## config.mk

```make
export PLATFORM = sky130hd
export DESIGN_NAME = kianv_phys_gateway
export DESIGN_NICKNAME = d
export VERILOG_FILES = /design/src/rtl/kianv_phys_gateway.sv
export SDC_FILE = /design/constraint.sdc
export NUM_CORES = 1
export LEC_CHECK = 0
export ABC_AREA = 1
export ABC_CLOCK_PERIOD_IN_PS = 1450
export CORE_ASPECT_RATIO = 0.5
export CORE_MARGIN = 2
export CORE_UTILIZATION = 40
export DETAILED_ROUTE_END_ITERATION = 10
export GPL_TIMING_DRIVEN = 0
export HOLD_SLACK_MARGIN = 0.06
export PLACE_DENSITY = 0.83
export SLEW_MARGIN = 15
export SYNTH_ARGS = -nofsm -noshare
export SYNTH_HDL_FRONTEND = slang
export SYNTH_SLANG_ARGS = --single-unit
```

## constraint.sdc

```tcl
create_clock -name clk -period 1.45 [get_ports clk]
set_input_delay 0.145 -clock clk [delete_from_list [all_inputs] [get_ports clk]]
set_output_delay 0.145 -clock clk [all_outputs]
set_load 0.05 [all_outputs]
```

## src/rtl/kianv_phys_gateway.sv

```systemverilog
// kianv_phys_gateway
// Physical-side gateway sitting directly below the SV32 MMU. A 34-bit
// physical request is checked against the platform memory map. A legal
// request is registered onto the 32-bit system bus. An illegal request, or one
// the bus never completes, gets a one-cycle access-fault response that carries
// the RISC-V cause code.
//
// Ports
//   clk, resetn          clock, asynchronous active-low reset
//   up_valid/up_ready    MMU handshake; up_ready is a one-cycle completion pulse
//   up_wstrb/addr/wdata  request from MMU (wstrb==0 means read)
//   is_instruction       request is an instruction fetch
//   up_rdata             read data, valid with up_ready
//   up_fault/fault_cause access fault (1 fetch, 5 load, 7 store/AMO), with up_ready
//   fault_addr           low 32 address bits of the last faulting request
//   dn_valid/dn_ready    system bus handshake
//   dn_wstrb/addr/wdata  registered bus request, stable while dn_valid
//   dn_rdata             system bus read data
module kianv_phys_gateway #(
  parameter logic [31:0] RAM_BASE = 32'h8000_0000,
  parameter logic [31:0] RAM_SIZE = 32'h0200_0000,
  parameter logic [31:0] IO_BASE  = 32'h1000_0000,
  parameter logic [31:0] IO_SIZE  = 32'h1000_0000,
  parameter int unsigned TIMEOUT  = 255
) (
  input  logic        clk,
  input  logic        resetn,
  input  logic        up_valid,
  output logic        up_ready,
  input  logic [3:0]  up_wstrb,
  input  logic [33:0] up_addr,
  input  logic [31:0] up_wdata,
  output logic [31:0] up_rdata,
  input  logic        is_instruction,
  output logic        up_fault,
  output logic [3:0]  fault_cause,
  output logic [31:0] fault_addr,
  output logic        dn_valid,
  input  logic        dn_ready,
  output logic [3:0]  dn_wstrb,
  output logic [31:0] dn_addr,
  output logic [31:0] dn_wdata,
  input  logic [31:0] dn_rdata
);

  typedef enum logic [1:0] {
    IDLE  = 2'd0,
    REQ   = 2'd1,
    DONE  = 2'd2,
    FAULT = 2'd3
  } state_t;

  // Last counter value before the request is abandoned; dn_valid is then
  // high for exactly TIMEOUT cycles.
  localparam logic [7:0] TO_LAST = 8'(TIMEOUT - 1);

  state_t      state_r;
  state_t      state_s;
  logic [7:0]  cnt_r;
  logic        req_instr_r;
  logic        addr_legal_s;
  logic        timeout_s;

  // Region check done in 33 bits so a region ending at 2^32 does not wrap.
  function automatic logic in_window(input logic [31:0] a,
                                     input logic [31:0] base,
                                     input logic [31:0] size);
    logic [32:0] a33;
    logic [32:0] lo33;
    logic [32:0] hi33;
    a33  = {1'b0, a};
    lo33 = {1'b0, base};
    hi33 = {1'b0, base} + {1'b0, size};
    return (a33 >= lo33) && (a33 < hi33);
  endfunction

  // Cause priority: fetch, then store/AMO, then load.
  function automatic logic [3:0] cause_of(input logic instr, input logic [3:0] wstrb);
    logic [3:0] c;
    if (instr) begin
      c = 4'd1;
    end else if (|wstrb) begin
      c = 4'd7;
    end else begin
      c = 4'd5;
    end
    return c;
  endfunction

  // Legality of the incoming request; fetches from MMIO are never allowed.
  always_comb begin
    addr_legal_s = 1'b0;
    if (up_addr[33:32] == 2'b00) begin
      addr_legal_s = in_window(up_addr[31:0], RAM_BASE, RAM_SIZE) ||
                     (in_window(up_addr[31:0], IO_BASE, IO_SIZE) && !is_instruction);
    end else begin
      addr_legal_s = 1'b0;
    end
  end

  assign timeout_s = (cnt_r == TO_LAST);

  // Next-state logic; dn_ready takes priority over a simultaneous timeout.
  always_comb begin
    state_s = state_r;
    case (state_r)
      IDLE: begin
        if (up_valid) begin
          if (addr_legal_s) begin
            state_s = REQ;
          end else begin
            state_s = FAULT;
          end
        end else begin
          state_s = IDLE;
        end
      end
      REQ: begin
        if (dn_ready) begin
          state_s = DONE;
        end else if (timeout_s) begin
          state_s = FAULT;
        end else begin
          state_s = REQ;
        end
      end
      DONE:    state_s = IDLE;
      FAULT:   state_s = IDLE;
      default: state_s = IDLE;
    endcase
  end

  // State register.
  always_ff @(posedge clk or negedge resetn) begin
    if (!resetn) begin
      state_r <= IDLE;
    end else begin
      state_r <= state_s;
    end
  end

  // Request, response and fault bookkeeping registers.
  always_ff @(posedge clk or negedge resetn) begin
    if (!resetn) begin
      cnt_r       <= 8'd0;
      req_instr_r <= 1'b0;
      dn_wstrb    <= 4'd0;
      dn_addr     <= 32'd0;
      dn_wdata    <= 32'd0;
      up_rdata    <= 32'd0;
      fault_cause <= 4'd0;
      fault_addr  <= 32'd0;
    end else begin
      case (state_r)
        IDLE: begin
          cnt_r <= 8'd0;
          if (up_valid) begin
            if (addr_legal_s) begin
              dn_wstrb    <= up_wstrb;
              dn_addr     <= up_addr[31:0];
              dn_wdata    <= up_wdata;
              req_instr_r <= is_instruction;
            end else begin
              fault_addr  <= up_addr[31:0];
              fault_cause <= cause_of(is_instruction, up_wstrb);
              up_rdata    <= 32'd0;
            end
          end
        end
        REQ: begin
          cnt_r <= cnt_r + 8'd1;
          if (dn_ready) begin
            up_rdata <= dn_rdata;
          end else if (timeout_s) begin
            fault_addr  <= dn_addr;
            fault_cause <= cause_of(req_instr_r, dn_wstrb);
            up_rdata    <= 32'd0;
          end
        end
        default: begin
          cnt_r <= 8'd0;
        end
      endcase
    end
  end

  // Handshake outputs are pure state decode; up_ready/up_fault are gated by
  // up_valid so an abandoned request produces no response.
  assign dn_valid = (state_r == REQ);
  assign up_ready = ((state_r == DONE) || (state_r == FAULT)) && up_valid;
  assign up_fault = (state_r == FAULT) && up_valid;

endmodule

```

==> results.toml, run 1 <==
[status]
status = "finished, violations left"
violations = "setup timing"

[synth]
syn_nets = 854
ys_ff_latch = 146
yosysWarningCount = 0
synth_edf_count = 0
synthAdderAreaFrac_pct = 0.3997
synth_cell_types = 24
synth_area_mm2 = 0.006261
synth_xor_area_share_pct = 0
synthMuxAreaShare_pct = 0
synth-simple-area-share_pct = 28.60
async_flop_share_pct = 100.0
synth-compound-area-share_pct = 5.915
seq_area_frac_synth_pct = 58.35
synth_top_family_by_area = "simple AND/OR/NAND/NOR gates"
synth_area_per_cell_um2 = 8.404
ys.flop_type = "dfrtp_1"
netlist_instances = 745

[die]
rows = 32
initial_core_util_pct = 40.83
fp.dieW_um = 180.9
io_pins = 246
fp.dieArea_mm2 = 0.01673
core_area_mm2 = 0.01533
fp.dieH_um = 92.47

[timing]
hold_violations = 0
max_freq_mhz = 557.8
worst_pin_slew_ns = 0.5616
fin_crit_ns = 1.793
worst_slack_ns = -0.3427
slew_violations = 0
slew_headroom_pct = 62.56
setup_viol_count_final = 139
fin_crit_sh_pct = 123.6
rsz0062_at_grt = "yes"
skew_ns = 0.01381

[global_routing]
overflow = 0
grt_start_max_net_pins = 75
grt_pass1_wl_mm = 31.07
grt_pass1_vias = 6051
antenna_found_initial = 0
track_usage_pct = 23.30

[layout]
layout-drive-gt1-share_pct = 32.16
fin_util_pct = 67.62
area.growth.synth_to_final_pct = 65.63
fin_nets = 1148
insertedDiodeCount = 0
fin_area_mm2 = 0.01037

[placement]
place_hpwl_mm = 13.78
port_buffers = 244
gp_congestion = 0.8004
placed_area_mm2 = 0.009000

[setup_path]
critical_path_class = "reg2reg"
crit_arrival_ns = 2.13
worstPathRequired_ns = 1.79
reg2reg_slack_ns = -0.34
r2r-start = "state_r[0]"
start_kind = "register"
r2r-end = "fault_cause[1]"
reg2regPathDepth = 8
path_max_fanout = 10
cp-end-kind = "register"

[route]
wl_per_cell_um = 17.88
drc = 0
drt_iter0_drc = 482
vias = 6502
viasPerCell = 5.181
drt-total-wl_mm = 22.44
ant_nets = 0
firstDrtPassIters = 5

[clock_network]
cts_tree = "done"
cts_buffer_depth = 2
cts_sinks = 146
h-tree-depth = 4
clockRootBuffer = "clkbuf_16"
path_clk_slew_ns = 0.06
clock_latency_ns = 0.42
numCtsBuffers = 17

[hold_path]
hold_depth = 3
min_to = "dn_addr[31]"
min-delay-start = "up_addr[31]"
min_path_type = "in2reg"

[power_and_ir_drop]
p_total_mw = 22.54
ir_worst_vdd_mv = 1.136
leakage_nw = 5.232
power-per-cell-area_mw_per_mm2 = 2174

[flow_run]
cap_violations = 0
## metrics by stage
step | TNS, ns | hold slack, ns | instances | setup slack [ns]
after floorplan | -2.376 | -0.1506 | 745 | -0.07001
after global placement | -870.11 | 0.4464 | 1193 | -5.547
after detailed placement | -65.76 | 0.1555 | 1194 | -0.6357
after CTS | -13.97 | 0.2721 | 1233 | -0.2797
after global routing | -29.80 | 0.08429 | 1255 | -0.3922
final | -23.10 | 0.09569 | 1255 | -0.3427
## cells in the final DEF (no fill, tap or decap), types with 4 or more instances in the layout
| master | count |
|---|---|
| nand4_1 | 34 |
| clkinv_4 | 5 |
| nand2_2 | 59 |
| inv_1 | 41 |
| buf_12 | 5 |
| nand2_1 | 241 |
| o21ai_1 | 14 |
| nand2_4 | 35 |
| clkinv_2 | 4 |
| nand3_1 | 32 |
| nand3_2 | 4 |
| clkbuf_2 | 77 |
| buf_2 | 9 |
| buf_4 | 19 |
| clkdlybuf4s15_2 | 33 |
| buf_8 | 13 |
| o21ai_0 | 33 |
| buf_6 | 5 |
| nor2_1 | 22 |
| o21ai_2 | 18 |
| clkbuf_1 | 7 |
| dfrtp_1 | 145 |
| clkdlybuf4s15_1 | 25 |
| clkbuf_16 | 29 |
| inv_2 | 5 |
| clkdlybuf4s50_1 | 104 |
## metal layers
layer | GRT usage [%] | wire, µm | vias up
li1 | - | - | 2960
met1 | 28.29 | 8653 | 3169
met2 | 41.35 | 11610 | 300
met3 | 4.129 | 1259 | 73
met4 | 9.867 | 921 | 0
met5 | 0 | 0 | -
## registers in the layout (all words and copies together) (netlist names)
register,flops
dn_addr,32
dn_wdata,32
fault_addr,32
up_rdata,32
cnt_r,8
dn_wstrb,4
fault_cause,3
state_r,2
req_instr_r,1
## Yosys cell counts, types with 4 or more instances
cell	number	share of area [%]
nand2_1	335	20
dfrtp_1	146	58
inv_1	44	2.6
nand3_1	36	2.9
nand4_1	34	3.4
o21ai_0	34	2.7
o21ai_1	31	2.5
nor2_1	25	1.5
buf_2	19	1.5
clkbuf_1	13	0.78
buf_4	7	0.84
buf_6	4	0.72
## critical path, stage by stage, from the launching register on
cell and delay [ns]:
dfrtp_1 0.43, inv_2 0.11, nor2_4 0.07, nand2_1 0.12
nand2_1 0.10, a21oi_4 0.26, buf_2 0.29, nand4_1 0.19
nand2_2 0.15
## where the power goes
group          switching, mW  leakage (nW)  internal, mW
clock network           1.74         0.261          2.35
logic                   8.49          3.04          3.48
registers               1.05          1.93          5.44
total                   11.3          5.23          11.3
## layout make-up
cell class / count / area [µm²]
multi-input cells: 510 / 2725
well taps: 204 / 255.2
plain buffers: 42 / 421.7
fillers: 1101 / 4965
inverters: 47 / 178.9
clock inverters: 13 / 116.4
flip-flops and latches: 146 / 3655
clock buffers: 18 / 429.2
repair buffers: 275 / 2589
## worst max path at each step
stage	from	to	slack, ns	depth (start not counted)
5_1_grt	cnt_r[0]	fault_cause[1]	-0.39	9
6_report	state_r[0]	fault_cause[1]	-0.34	8
4_1_cts	cnt_r[0]	fault_addr[10]	-0.28	10
2_1_floorplan	cnt_r[0]	fault_addr[0]	-0.07	10
3_3_place_gp	resetn	up_rdata[16]	-5.55	1
3_5_place_dp	state_r[1]	dn_valid	-0.64	4
## cell families after synthesis
| family | Yosys count |
|---|---|
| AOI/OAI and AO/OA | 71 |
| buffers and inverters | 90 |
| adders and majority gates | 2 |
| other | 1 |
| DFF | 146 |
| and+or+nand+nor | 435 |
## repair_timing
action	4_1_cts	5_1_grt
cloned	1	13
buffers inserted	6	9
gates resized for setup	293	334
hold buffers	1	1
hold endpoints to repair	72	1
endpoints found under the setup margin	276	236
pin swaps	4	15
Note: power is estimated with default switching activity, not from simulation.
==> inputs of run 2 (changes only) <==
--- a/config.mk
+++ b/config.mk
@@ -9,11 +9,12 @@
 export ABC_CLOCK_PERIOD_IN_PS = 1450
 export CORE_ASPECT_RATIO = 0.5
 export CORE_MARGIN = 2
-export CORE_UTILIZATION = 40
+export CORE_UTILIZATION = 30
+export CTS_BUF_LIST = sky130_fd_sc_hd__clkbuf_16
 export DETAILED_ROUTE_END_ITERATION = 10
 export GPL_TIMING_DRIVEN = 0
 export HOLD_SLACK_MARGIN = 0.06
-export PLACE_DENSITY = 0.83
+export PLACE_DENSITY = 0.64
 export SLEW_MARGIN = 15
 export SYNTH_ARGS = -nofsm -noshare
 export SYNTH_HDL_FRONTEND = slang
==> run 2 against run 1 <==
Compared with the run above: the run still ends with setup timing left; non-clock buffer count is 9 higher; register-to-register slack better by 0.07 ns; sequential cell count stayed put; routed wire length is 3.9% lower; clock power is 5.1% higher; maximum frequency is 3.8% higher; count of clock-buffer cells in the layout is 1 lower; clock skew is 0.0069 ns lower; largest cell class unchanged.
==> results.toml, run 2 (synthesis results as in run 1) <==
[status]
status = "finished, violations left"
violations = "setup timing"

[flow_run]
cap_violations = 0

[timing]
max_freq_mhz = 579.3
hold_violations = 0
skew_ns = 0.006909
worst_slack_ns = -0.2762
fin_crit_ns = 1.726
setup_viol_count_final = 85
worst_pin_slew_ns = 0.5626
slew_headroom_pct = 62.50
rsz0062_at_grt = "yes"
fin_crit_sh_pct = 119.0
final.setup.tns_ns = -14.67
slew_violations = 0

[die]
fp.dieW_um = 208.3
rows = 37
initial_core_util_pct = 30.53
fp.dieH_um = 106.2
fp.dieArea_mm2 = 0.02211
core_area_mm2 = 0.02051
io_pins = 246

[route]
ant_nets = 0
drc = 0
firstDrtPassIters = 7
drt-total-wl_mm = 21.55
wl_per_cell_um = 16.17
drt_iter0_drc = 388
vias = 6171
viasPerCell = 4.629

[clock_network]
cts_buffer_depth = 2
cts_sinks = 146
h-tree-depth = 4
cts_tree = "done"
path_clk_slew_ns = 0.06
clockRootBuffer = "clkbuf_16"
numCtsBuffers = 17
clock_latency_ns = 0.41

[global_routing]
antenna_found_initial = 1
overflow = 0
grt_start_max_net_pins = 76
grt_pass1_vias = 6067
grt_pass1_wl_mm = 32.32
track_usage_pct = 18.55

[setup_path]
crit_top_cell = "nand2_1"
path_max_fanout = 5
path_cells = "inv_1 -> ha_1 -> nand2_1 -> nor2_1 -> nand2_2 -> a21oi_4 -> nand3_4 -> buf_12 -> buf_6 -> nand2_1 -> nand2_1"
crit_slowest_cell = "dfrtp_1"
start_kind = "register"
r2r-start = "cnt_r[0]"
cp-end-kind = "register"
cp-startpoint = "cnt_r[0]"
worstPathRequired_ns = 1.75
max_stage_delay_ns = 0.38
reg2reg_slack_ns = -0.28
crit_arrival_ns = 2.02
critical_path_class = "reg2reg"

[layout]
area.growth.synth_to_final_pct = 71.04
fin_util_pct = 52.22
fin_nets = 1156
layout-drive-gt1-share_pct = 34.66
final_common_cell = "nand2_1"
final_cell_mix = "243 x nand2_1, 145 x dfrtp_1, 104 x clkdlybuf4s50_1"
fillers = 1918
layout.cells.non_filler = 1333

[placement]
place_hpwl_mm = 14.52
port_buffers = 244
dp_cells = 1263
gp_congestion = 0.8277

[hold_path]
min-delay-start = "up_addr[31]"
min_path_type = "in2reg"

[power_and_ir_drop]
leakage_nw = 5.257
ir_worst_vdd_mv = 1.008
p_total_mw = 23.15
power-per-cell-area_mw_per_mm2 = 2161
==> run 2: changes by cell type in the layout (fill, tap and decap cells not counted), moves of 4 or more <==
cell,change
nand3_2,+4
clkdlybuf4s15_2,+39
buf_4,+7
clkdlybuf4s15_1,-17
clkbuf_2,-19
clkinv_4,-4
buf_6,+4
nand2_4,-4
nand3_1,-4
==> run 2: per-stage QoR <==
step	cell area [µm²]	worst slack, ns	hold slack, ns
final	10710	-0.2762	0.06218
after global routing	10710	-0.3800	0.08320
after CTS	9998	-0.2619	0.2455
after detailed placement	9086	-0.6504	0.1654
after global placement	9054	-5.787	0.4484
after floorplan	6270	-0.07001	-0.1506
==> run 2: power by group <==
group / total, mW / internal, mW / switching [mW]
Clock: 4.30 / 2.51 / 1.79
Combinational: 12.4 / 4.03 / 8.37
Sequential: 6.44 / 5.44 / 1.00
==> run 2: layout make-up <==
| type | count | area [µm²] | area share (%) |
|---|---|---|---|
| diodes | 1 | 2.502 | 0.02337 |
| plain buffers | 43 | 436.7 | 4.078 |
| clock buffers | 17 | 425.4 | 3.972 |
| clock inverters | 14 | 138.9 | 1.297 |
| inverters | 47 | 178.9 | 1.671 |
| multi-input cells | 509 | 2718 | 25.38 |
| flip-flops and latches | 146 | 3655 | 34.13 |
| well taps | 273 | 341.6 | 3.190 |
| repair buffers | 283 | 2813 | 26.26 |
==> run 2: critical path: cells and delay by family, from the launching register on <==
family	cells	cell delay, ns
flip-flops	1	0.38
adder cells (fa/ha/maj)	1	0.14
AO/OA/AOI/OAI	1	0.23
buffers and inverters	3	0.34
AND/OR/NAND/NOR	6	0.52
==> run 2: what timing repair did <==
action                     4_1_cts  5_1_grt
buffers inserted                16        8
setup endpoints to repair      275      192
gates resized for setup        384      272
hold endpoints to repair        71        1
gates cloned                     2       10
pin swaps                        4       14
hold buffers                     1        1
==> run 2: final timing paths <==
kind / endpoint / cells after the start
setup / recovery: fault_addr[1] / 11
hold / removal: dn_addr[31] / 3
setup reg to reg: fault_addr[1] / 11
hold reg to reg: fault_cause[0] / 2
max in group asynchronous: fault_addr[14] / 3
min in group asynchronous: dn_addr[27] / 2
==> run 2: per-layer routing <==
metal / wire length [µm] / vias up / global-route usage, % / share of wire (%)
met4: 595 / 0 / 6.989 / 2.8
met5: 0 / - / 0 / 0
met1: 9301 / 3015 / 23.12 / 43
met3: 669 / 35 / 2.895 / 3.1
li1: - / 2981 / - / -
met2: 10990 / 140 / 32.70 / 51
==> inputs of run 3 (changes only) <==
--- a/config.mk
+++ b/config.mk
@@ -6,11 +6,11 @@
 export NUM_CORES = 1
 export LEC_CHECK = 0
 export ABC_AREA = 1
-export ABC_CLOCK_PERIOD_IN_PS = 1450
 export CORE_ASPECT_RATIO = 0.5
 export CORE_MARGIN = 2
 export CORE_UTILIZATION = 30
 export CTS_BUF_LIST = sky130_fd_sc_hd__clkbuf_16
+export CTS_CLUSTER_SIZE = 8
 export DETAILED_ROUTE_END_ITERATION = 10
 export GPL_TIMING_DRIVEN = 0
 export HOLD_SLACK_MARGIN = 0.06
==> results of run 3 <==
Final layout, timing and power as in run 2 (identical DEF).
